[src/rtl/lcd_pkg.sv]
// Shared types for the LCD pixel output stage.
// Stream states and the default RGB888 FIFO entry layout.
package lcd_pkg;

  typedef enum logic {
    WAIT_SOF,
    RUN
  } stream_state_t;

  localparam int RGB888_W = 24;

  typedef struct packed {
    logic                sof;
    logic [RGB888_W-1:0] data;
  } pix_entry_t;

endpackage

[src/rtl/lcd_pixel_fifo.sv]
// Single-clock FIFO with occupancy count.
// Head entry is visible on rdata whenever the FIFO is non-empty.
module lcd_pixel_fifo #(
  parameter int WIDTH = 25,
  parameter int DEPTH = 16,
  localparam int AW = $clog2(DEPTH),
  localparam int LW = $clog2(DEPTH + 1)
) (
  input  logic             clock,
  input  logic             reset_L,
  input  logic             push,
  input  logic [WIDTH-1:0] wdata,
  input  logic             pop,
  output logic [WIDTH-1:0] rdata,
  output logic             full,
  output logic             empty,
  output logic [LW-1:0]    level
);

  logic [WIDTH-1:0] mem [DEPTH];
  logic [AW-1:0]    wr_ptr;
  logic [AW-1:0]    rd_ptr;
  logic             do_push;
  logic             do_pop;

  assign full    = (level == LW'(DEPTH));
  assign empty   = (level == '0);
  assign do_push = push && !full;
  assign do_pop  = pop && !empty;
  assign rdata   = mem[rd_ptr];

  always_ff @(posedge clock) begin
    if (do_push) begin
      mem[wr_ptr] <= wdata;
    end
  end

  // Power-of-two depth lets the pointers wrap on overflow.
  always_ff @(posedge clock or negedge reset_L) begin
    if (!reset_L) begin
      wr_ptr <= '0;
      rd_ptr <= '0;
      level  <= '0;
    end else begin
      if (do_push) begin
        wr_ptr <= wr_ptr + AW'(1);
      end
      if (do_pop) begin
        rd_ptr <= rd_ptr + AW'(1);
      end
      unique case ({do_push, do_pop})
        2'b10:   level <= level + LW'(1);
        2'b01:   level <= level - LW'(1);
        default: level <= level;
      endcase
    end
  end

endmodule

[src/rtl/lcd_pixel_stream.sv]
// LCD pixel output stage: FIFO-buffered pixels popped on data_en,
// with registered syncs and SOF-based frame resynchronisation.
module lcd_pixel_stream
  import lcd_pkg::*;
#(
  parameter int PIX_W = 24,
  parameter int DEPTH = 16
) (
  input  logic                       clock,
  input  logic                       reset_L,
  input  logic                       in_valid,
  output logic                       in_ready,
  input  logic [PIX_W-1:0]           in_data,
  input  logic                       in_sof,
  input  logic                       hsync_in,
  input  logic                       vsync_in,
  input  logic                       de_in,
  output logic                       hsync,
  output logic                       vsync,
  output logic                       data_en,
  output logic [PIX_W-1:0]           pixel,
  output logic                       underflow,
  output logic                       frame_err,
  input  logic                       clear_err,
  output logic [$clog2(DEPTH+1)-1:0] level
);

  localparam int EW = PIX_W + 1;

  logic             push;
  logic             pop;
  logic             full;
  logic             empty;
  logic [EW-1:0]    head;
  logic             head_sof;
  logic [PIX_W-1:0] head_data;

  stream_state_t    state;
  stream_state_t    state_nx;
  logic             vs_rise;
  logic             first_pop;
  logic             first_nx;
  logic [PIX_W-1:0] pixel_nx;
  logic             uf_set;
  logic             fe_set;

  assign in_ready = !full;
  assign push     = in_valid && in_ready;
  assign head_sof = head[EW-1];
  assign head_data = head[PIX_W-1:0];
  // The registered vsync output doubles as the edge-detect delay.
  assign vs_rise  = vsync_in && !vsync;

  lcd_pixel_fifo #(
    .WIDTH(EW),
    .DEPTH(DEPTH)
  ) u_fifo (
    .clock  (clock),
    .reset_L(reset_L),
    .push   (push),
    .wdata  ({in_sof, in_data}),
    .pop    (pop),
    .rdata  (head),
    .full   (full),
    .empty  (empty),
    .level  (level)
  );

  always_comb begin
    state_nx = state;
    first_nx = first_pop;
    pop      = 1'b0;
    pixel_nx = '0;
    uf_set   = 1'b0;
    fe_set   = 1'b0;
    unique case (state)
      WAIT_SOF: begin
        if (!empty && !head_sof) begin
          pop = 1'b1;
        end else if (!empty && vs_rise) begin
          state_nx = RUN;
          first_nx = 1'b1;
        end
      end
      RUN: begin
        if (vs_rise && !empty && !head_sof) begin
          fe_set   = 1'b1;
          state_nx = WAIT_SOF;
        end else begin
          if (vs_rise) begin
            first_nx = 1'b1;
          end
          if (de_in && empty) begin
            uf_set = 1'b1;
          end else if (de_in) begin
            pop      = 1'b1;
            pixel_nx = head_data;
            first_nx = 1'b0;
            // A SOF pixel mid-frame is still shown but flagged.
            if (head_sof && !(vs_rise || first_pop)) begin
              fe_set = 1'b1;
            end
          end
        end
      end
      default: state_nx = WAIT_SOF;
    endcase
  end

  always_ff @(posedge clock or negedge reset_L) begin
    if (!reset_L) begin
      state     <= WAIT_SOF;
      first_pop <= 1'b0;
      hsync     <= 1'b0;
      vsync     <= 1'b0;
      data_en   <= 1'b0;
      pixel     <= '0;
      underflow <= 1'b0;
      frame_err <= 1'b0;
    end else begin
      state     <= state_nx;
      first_pop <= first_nx;
      hsync     <= hsync_in;
      vsync     <= vsync_in;
      data_en   <= de_in;
      pixel     <= pixel_nx;
      underflow <= uf_set || (underflow && !clear_err);
      frame_err <= fe_set || (frame_err && !clear_err);
    end
  end

endmodule

[config.mk]
export PLATFORM = sky130hd
export DESIGN_NAME = lcd_pixel_stream
export DESIGN_NICKNAME = d
export VERILOG_FILES = /design/src/rtl/lcd_pkg.sv /design/src/rtl/lcd_pixel_fifo.sv /design/src/rtl/lcd_pixel_stream.sv
export SDC_FILE = /design/constraint.sdc
export NUM_CORES = 1
export LEC_CHECK = 0
export CORE_MARGIN = 2
export CORE_UTILIZATION = 44
export CTS_BUF_LIST = sky130_fd_sc_hd__clkbuf_4 sky130_fd_sc_hd__clkbuf_8
export CTS_CLUSTER_SIZE = 8
export DETAILED_ROUTE_END_ITERATION = 7
export HOLD_SLACK_MARGIN = 0.06
export PLACE_DENSITY = 0.7
export SYNTH_ARGS = -nofsm -noshare
export SYNTH_HDL_FRONTEND = slang
export SYNTH_HIERARCHICAL = 1
export SYNTH_SLANG_ARGS = --single-unit
export TNS_END_PERCENT = 50
[constraint.sdc]
create_clock -name clock -period 6.2 [get_ports clock]
set_clock_uncertainty 0.05 [all_clocks]
set_input_delay 0.93 -clock clock [delete_from_list [all_inputs] [get_ports clock]]
set_output_delay 0.93 -clock clock [all_outputs]
set_load 0.005 [all_outputs]
Word-level counts from Yosys, hierarchy flattened
Memories as Yosys holds them, arrays and structs flattened.
Index checks and enable logic that the tools add are counted.
Storage, ports and cells
  register bits after elaboration: 44
  word-level logic and storage cells: 77
  bits in writable memories: 400
  output and inout bits: 35
  memories: 1
Memory list
  u_fifo.mem: words 16, width 25, read ports 1, clocked after Yosys merged registers in 0, write ports 1, line lcd_pixel_fifo.sv:20  | logic [WIDTH-1:0] mem [DEPTH];
Cells by class
  add/sub/neg operators: 4
  mux-type cells: 31
  equal/unequal tests: 6
  bitwise operators: 1
  reduce and logical (&&, ||, !) cells: 23
Operator list (count)
  2-to-1 mux 24 bit: 4
  2-to-1 mux 1 bit: 23
  logical AND 1 bit: 11
  one-hot mux 5 bit (2 select lines): 1
  adder 4 x 1 -> 4 bit, second input constant: 2
  logical NOT 1 bit: 6
  != test 2 bit, second input constant: 3
  one-hot mux 1 bit (2 select lines): 3
  adder 5 x 1 -> 5 bit, second input constant: 1
  == test 5 bit, second input constant: 1
  logical NOT 5 bit: 1
  subtractor 5 x 1 -> 5 bit, second input constant: 1
  logical OR 1 bit: 3
  AND reduction 3 bit: 1
  == test 2 x 1 -> 1 bit, second input constant: 1
  == test 2 bit, second input constant: 1
  nonzero test 2 bit: 1
  inverter 1 bit: 1

Logic depth before layout (Yosys ltp)
  depth in word-level cells: 11
  mapped depth: 20
  depth with buffers taken out: 16

Cells and area by module
The synthesis kept the hierarchy.
By module, submodules not included
  lcd_pixel_fifo: instances 1, cells an instance 813, seq. area each 12336.8 um^2, area each 16064.2 um^2
  lcd_pixel_stream: instances 1, cells an instance 79, seq. area each 775.7 um^2, area each 1096.1 um^2

Worst setup path after synthesis
No wires, ideal clock.
  path type: register to register
  start point: reg u_fifo.rd_ptr[0]
  end point: reg u_fifo.level[4]
  buffers on the path: 3
  arrival: 3.796 ns
  setup slack: 2.230 ns
  stages on the path, launching flop included: 18
  path through: dfrtp_1 -> buf_4 -> buf_2 -> mux4_2 -> a22oi_1 -> nand2_1 -> inv_1 -> a21oi_4 -> or2_2 -> nor2b_1 -> clkbuf_1 -> ha_1 -> ha_1 -> nor2b_1 -> o21ai_0 -> a21oi_1 -> or3b_2 -> xnor2_1
On the way
  cells in the longest elaborated chain, start to end: 8
RTL lines
  start, declared: line lcd_pixel_fifo.sv:22  | logic [AW-1:0] rd_ptr;
  start signal, assigned: line lcd_pixel_fifo.sv:49  | rd_ptr <= rd_ptr + AW'(1);
  memory (16 x 25 bit) (*)
  net head[24]: line lcd_pixel_stream.sv:34  | logic [EW-1:0] head;
  logical NOT 1 bit (*): line lcd_pixel_stream.sv:78, lcd_pixel_stream.sv:86
  logical AND 1 bit, on equally long branches: line lcd_pixel_stream.sv:86, lcd_pixel_stream.sv:78
  2-to-1 mux 1 bit, on equally long branches: line lcd_pixel_stream.sv:86, lcd_pixel_stream.sv:78
  one-hot mux 1 bit (2 select lines) (*): line lcd_pixel_stream.sv:76  | unique case (state)
  net pop: line lcd_pixel_stream.sv:31  | logic pop;
  logical AND 1 bit (*): line lcd_pixel_fifo.sv:29  | assign do_pop = pop && !empty;
  net u_fifo.do_pop: line lcd_pixel_fifo.sv:24  | logic do_pop;
  == test 2 x 1 -> 1 bit / == test 2 bit (equally long branches): line lcd_pixel_fifo.sv:51  | unique case ({do_push, do_pop})
  one-hot mux 5 bit (2 select lines) / nonzero test 2 bit (equally long branches)
  end signal, assigned: line lcd_pixel_fifo.sv:52  | 2'b10: level <= level + LW'(1);
  end signal, assigned: line lcd_pixel_fifo.sv:53  | 2'b01: level <= level - LW'(1);
  end signal, assigned: line lcd_pixel_fifo.sv:54  | default: level <= level;
  end, declared: line lcd_pixel_fifo.sv:17  | output logic [LW-1:0] level
Mark *: on every way through the listed nets, which the timed path passes. The rest lies on a longest branch.
A chain may end at the register's enable or synchronous reset.

Final worst setup path
  start point: reg u_fifo.rd_ptr[2]
  end point: reg u_fifo.level[4]
On the way
  cells in the longest elaborated chain, start to end: 8
RTL lines (line)
  memory (16 x 25 bit) (*)
  net head[24]: lcd_pixel_stream.sv:34
  logical NOT 1 bit (*): lcd_pixel_stream.sv:78, lcd_pixel_stream.sv:86
  logical AND 1 bit, on equally long branches: lcd_pixel_stream.sv:86, lcd_pixel_stream.sv:78
  2-to-1 mux 1 bit, on equally long branches: lcd_pixel_stream.sv:86, lcd_pixel_stream.sv:78
  one-hot mux 1 bit (2 select lines) (*): lcd_pixel_stream.sv:76
  net pop: lcd_pixel_stream.sv:31
  logical AND 1 bit (*): lcd_pixel_fifo.sv:29
  == test 2 x 1 -> 1 bit / == test 2 bit (equally long branches): lcd_pixel_fifo.sv:51
  one-hot mux 5 bit (2 select lines) / nonzero test 2 bit (equally long branches)
Marks and branches as above.

==> metrics.md <==
| Metric | Value |
|---|---|
| Largest net degree at the start of global routing | 52 |
| Top_reg_cell synth | edfxtp_1 |
| Mapped Nets | 934 |
| Ys Warns | 6 |
| Final Hold Viols | 0 |
| Final Cycle Share | 76.10% |
| Routed vias/inst | 5.507 |
| CTS resizes | 0 |
| Post-CTS Hold Fix Bufs | 0 |
| Total Routing Usage GR | 18.38% |
| CTS Root Cell | clkbuf_8 |
| Rows | 72 |
| Slew Viols, Final | 0 |
| IO Count | 67 |
| Critical path startpoint | u_fifo/rd_ptr[2] |
| Leakage Power | 6.869 nW |
| RSZ-0062 raised after global routing | false |
| Setup crit start kind | flop |
| RePlAce Congestion | 0.7615 |
| H-tree levels | 3 |
| R2R Setup Slk | 1.48 ns |
| Final HPWL DP | 19.08 mm |
| Synth top area share | 70.00% |
| Register area share after synthesis | 76.41% |
| Worst VDD drop | 0.2034 mV |
| Setup WS post-layout | 1.482 ns |
| Number of fill cells in the layout | 3087 |
| Reg-to-Reg Start | u_fifo/rd_ptr[2] |
| Die ar. | 40600 um^2 |
| CTS tree | yes |
| Drt wl/cell | 23.34 um |
| Starting density of the core | 44.51% |
| Crit-path max cell delay | 0.65 ns |
| Core ar. | 38560 um^2 |
| Max-cap viol count | 0 |
| Post-synth EDFFs | 400 |
| Synth Area per Inst | 19.24 um^2 |
| Clk_lat worst skew | 0.59 ns |
| Post-Syn Instances | 892 |
| Top cells by count, synth | edfxtp_1, mux2i_1, a221oi_1, mux4_2, dfrtp_1 |
| Ys async rst share | 9.910% |
| Worst Setup EP | u_fifo/level[4] |
| Drt total wl | 36.76 mm |
| Post-CTS setup buffers | 0 |
| R2r endpoint | u_fifo/level[4] |
| Setup TNS | 0 ns |
| Area delta synth->final | 16.11% |
| Port Buffer Count | 66 |
| Cts bufs inserted | 71 |
| Synthesized cell area | 17160 um^2 |
| Congestion Overflow GR | 0 |
| CTS Buffer Depth | 3 |
| Final setup vio count | 0 |
| Chip Height | 201.5 um |
| Clk sink count | 444 |
| Unique cell type count in the Yosys netlist | 35 |
| First-pass GRT wire length | 55.43 mm |
| R2r worst-path depth | 17 |
| Reg clk slew, reported paths | 0.06 ns |
| Rel. slew slack | 18.75% |
| Most frequent cell after synthesis | edfxtp_1 |
| Critical path required time | 6.62 ns |
| Post-route ant nets | 0 |
| Slowest-stage cell, CP | dfrtp_1 |
| Worst slack at placement | 1.508 ns |
| Slew @ Worst Pin | 1.212 ns |
| Yosys top cell by area | edfxtp_1 |
| Layout Nets | 1041 |
| Inserted Diodes | 0 |
| Initial antenna violation count | 1 |
| Max FO, Critical Path | 26 |
| Seq cells post-synth | 444 |
| # DRC | 0 |
| Min Hold Slack | 0.4260 ns |
| Multi-input gate area | 3836 um^2 |
| Crit end category | flop |
| PwrDens | 452.9 nW/um^2 |
| Vias | 8673 |
| CP Cell Sequence | and2_2 -> a221oi_1 -> a22oi_1 -> nand2_1 -> inv_1 -> a21oi_4 -> buf_4 -> or2_2 -> nor2b_1 -> ha_1 -> inv_1 -> fa_1 -> nor2b_1 -> o21ai_0 -> nand3_1 -> or3b_2 -> xnor2_1 |
| Pre-antenna DRT Iters | 5 |
| Outcome | finished, final reports clean |
| Fin crit period | 4.718 ns |
| Largest cells by area after synthesis | edfxtp_1, mux4_2, dfrtp_1, mux2i_1, a221oi_1 |
| WP data arrival | 5.14 ns |
| Path type of the worst setup path | reg2reg |
| Peak Freq | 211.9 MHz |
| Share of cells above drive strength 1 | 21.10% |
| Die X | 201.5 um |
| Reg area | 13120 um^2 |
| DRT iter0 DRCs | 714 |
| Vias in the first global route | 9003 |
| Worst min path class | in2async |
[layout by cell type, fill, tap and decap left out, types with 25 or more instances in the layout]
master           count
nand2_1             36
dfrtp_1             42
clkdlybuf4s50_1     65
mux2i_1            101
o21ai_0             31
mux4_2              50
a221oi_1            50
clkbuf_4            41
and2_1              25
edfxtp_1           400
clkbuf_8            83
a22oi_1             25
[final cells by class]
cell class	count	area share [%]
repair buffers	84	3.969
clock inverters	7	0.1884
clock buffers	124	7.278
inverters	12	0.2261
flip-flops and latches	444	65.83
well taps	518	3.253
multi-input cells	386	19.25
[worst min-delay path by stage]
stage,from,endpoint,slack [ns]
floorplan,u_fifo/level[4],u_fifo/level[4],0.45
global placement,u_fifo/level[4],u_fifo/level[4],0.45
detailed placement,u_fifo/level[4],u_fifo/level[4],0.45
CTS,reset_L,first_pop,0.45
global route,reset_L,first_pop,0.48
finish,reset_L,first_pop,0.43
[where the power goes]
part | switching [mW] | total [mW] | leakage (nW) | internal [mW]
Clock | 1.10 | 2.56 | 0.803 | 1.46
Sequential | 0.226 | 3.88 | 4.18 | 3.65
Combinational | 1.45 | 2.59 | 1.89 | 1.13
Total | 2.78 | 9.02 | 6.87 | 6.25
[metal layers]
layer / vias to the layer above / track usage [%] / part of all wire [%]
met1: 4480 / 24.76 / 43
met2: 295 / 29.84 / 49
met3: 63 / 3.984 / 6.4
li1: 3833 / - / -
met5: - / 0 / 0.024
met4: 2 / 6.276 / 2.0
[cells by family after synthesis]
family / after synthesis / share of synthesized area [%]
AO/OA/AOI/OAI: 112 / 4.834
buffers and inverters: 62 / 1.896
multiplexers: 152 / 12.52
adder cells (fa/ha/maj): 10 / 0.7729
flip-flops: 444 / 76.41
AND/OR/NAND/NOR: 102 / 3.055
XOR/XNOR: 10 / 0.5104
[per-stage QoR]
| step | power [mW] | instance area (um^2) | utilization, % | std cells |
|---|---|---|---|---|
| floorplan | 5.692 | 17160 | - | 892 |
| global placement | 6.488 | 18440 | 47.82 | 1444 |
| detailed placement | 6.535 | 18440 | 47.82 | 1444 |
| CTS | 9.108 | 19930 | 51.68 | 1575 |
| global route | 9.486 | 19930 | 51.68 | 1575 |
| finish | 9.023 | 19930 | 51.68 | 1575 |
[registers in the layout (all words and copies together) (netlist names), 4 cells and up]
signal,count
u_fifo/level,5
u_fifo/mem,400
u_fifo/wr_ptr,4
u_fifo/rd_ptr,4
pixel,24
[critical path, delay by kind of cell (launching register included)]
kind / cells / cell delay (ns)
adder cells (fa/ha/maj): 2 / 0.69
buffers and inverters: 3 / 0.54
AND/OR/NAND/NOR: 7 / 1.76
AO/OA/AOI/OAI: 4 / 0.76
XOR/XNOR: 1 / 0.13
flip-flops: 1 / 0.65
Power figures use the tool's default switching activity.
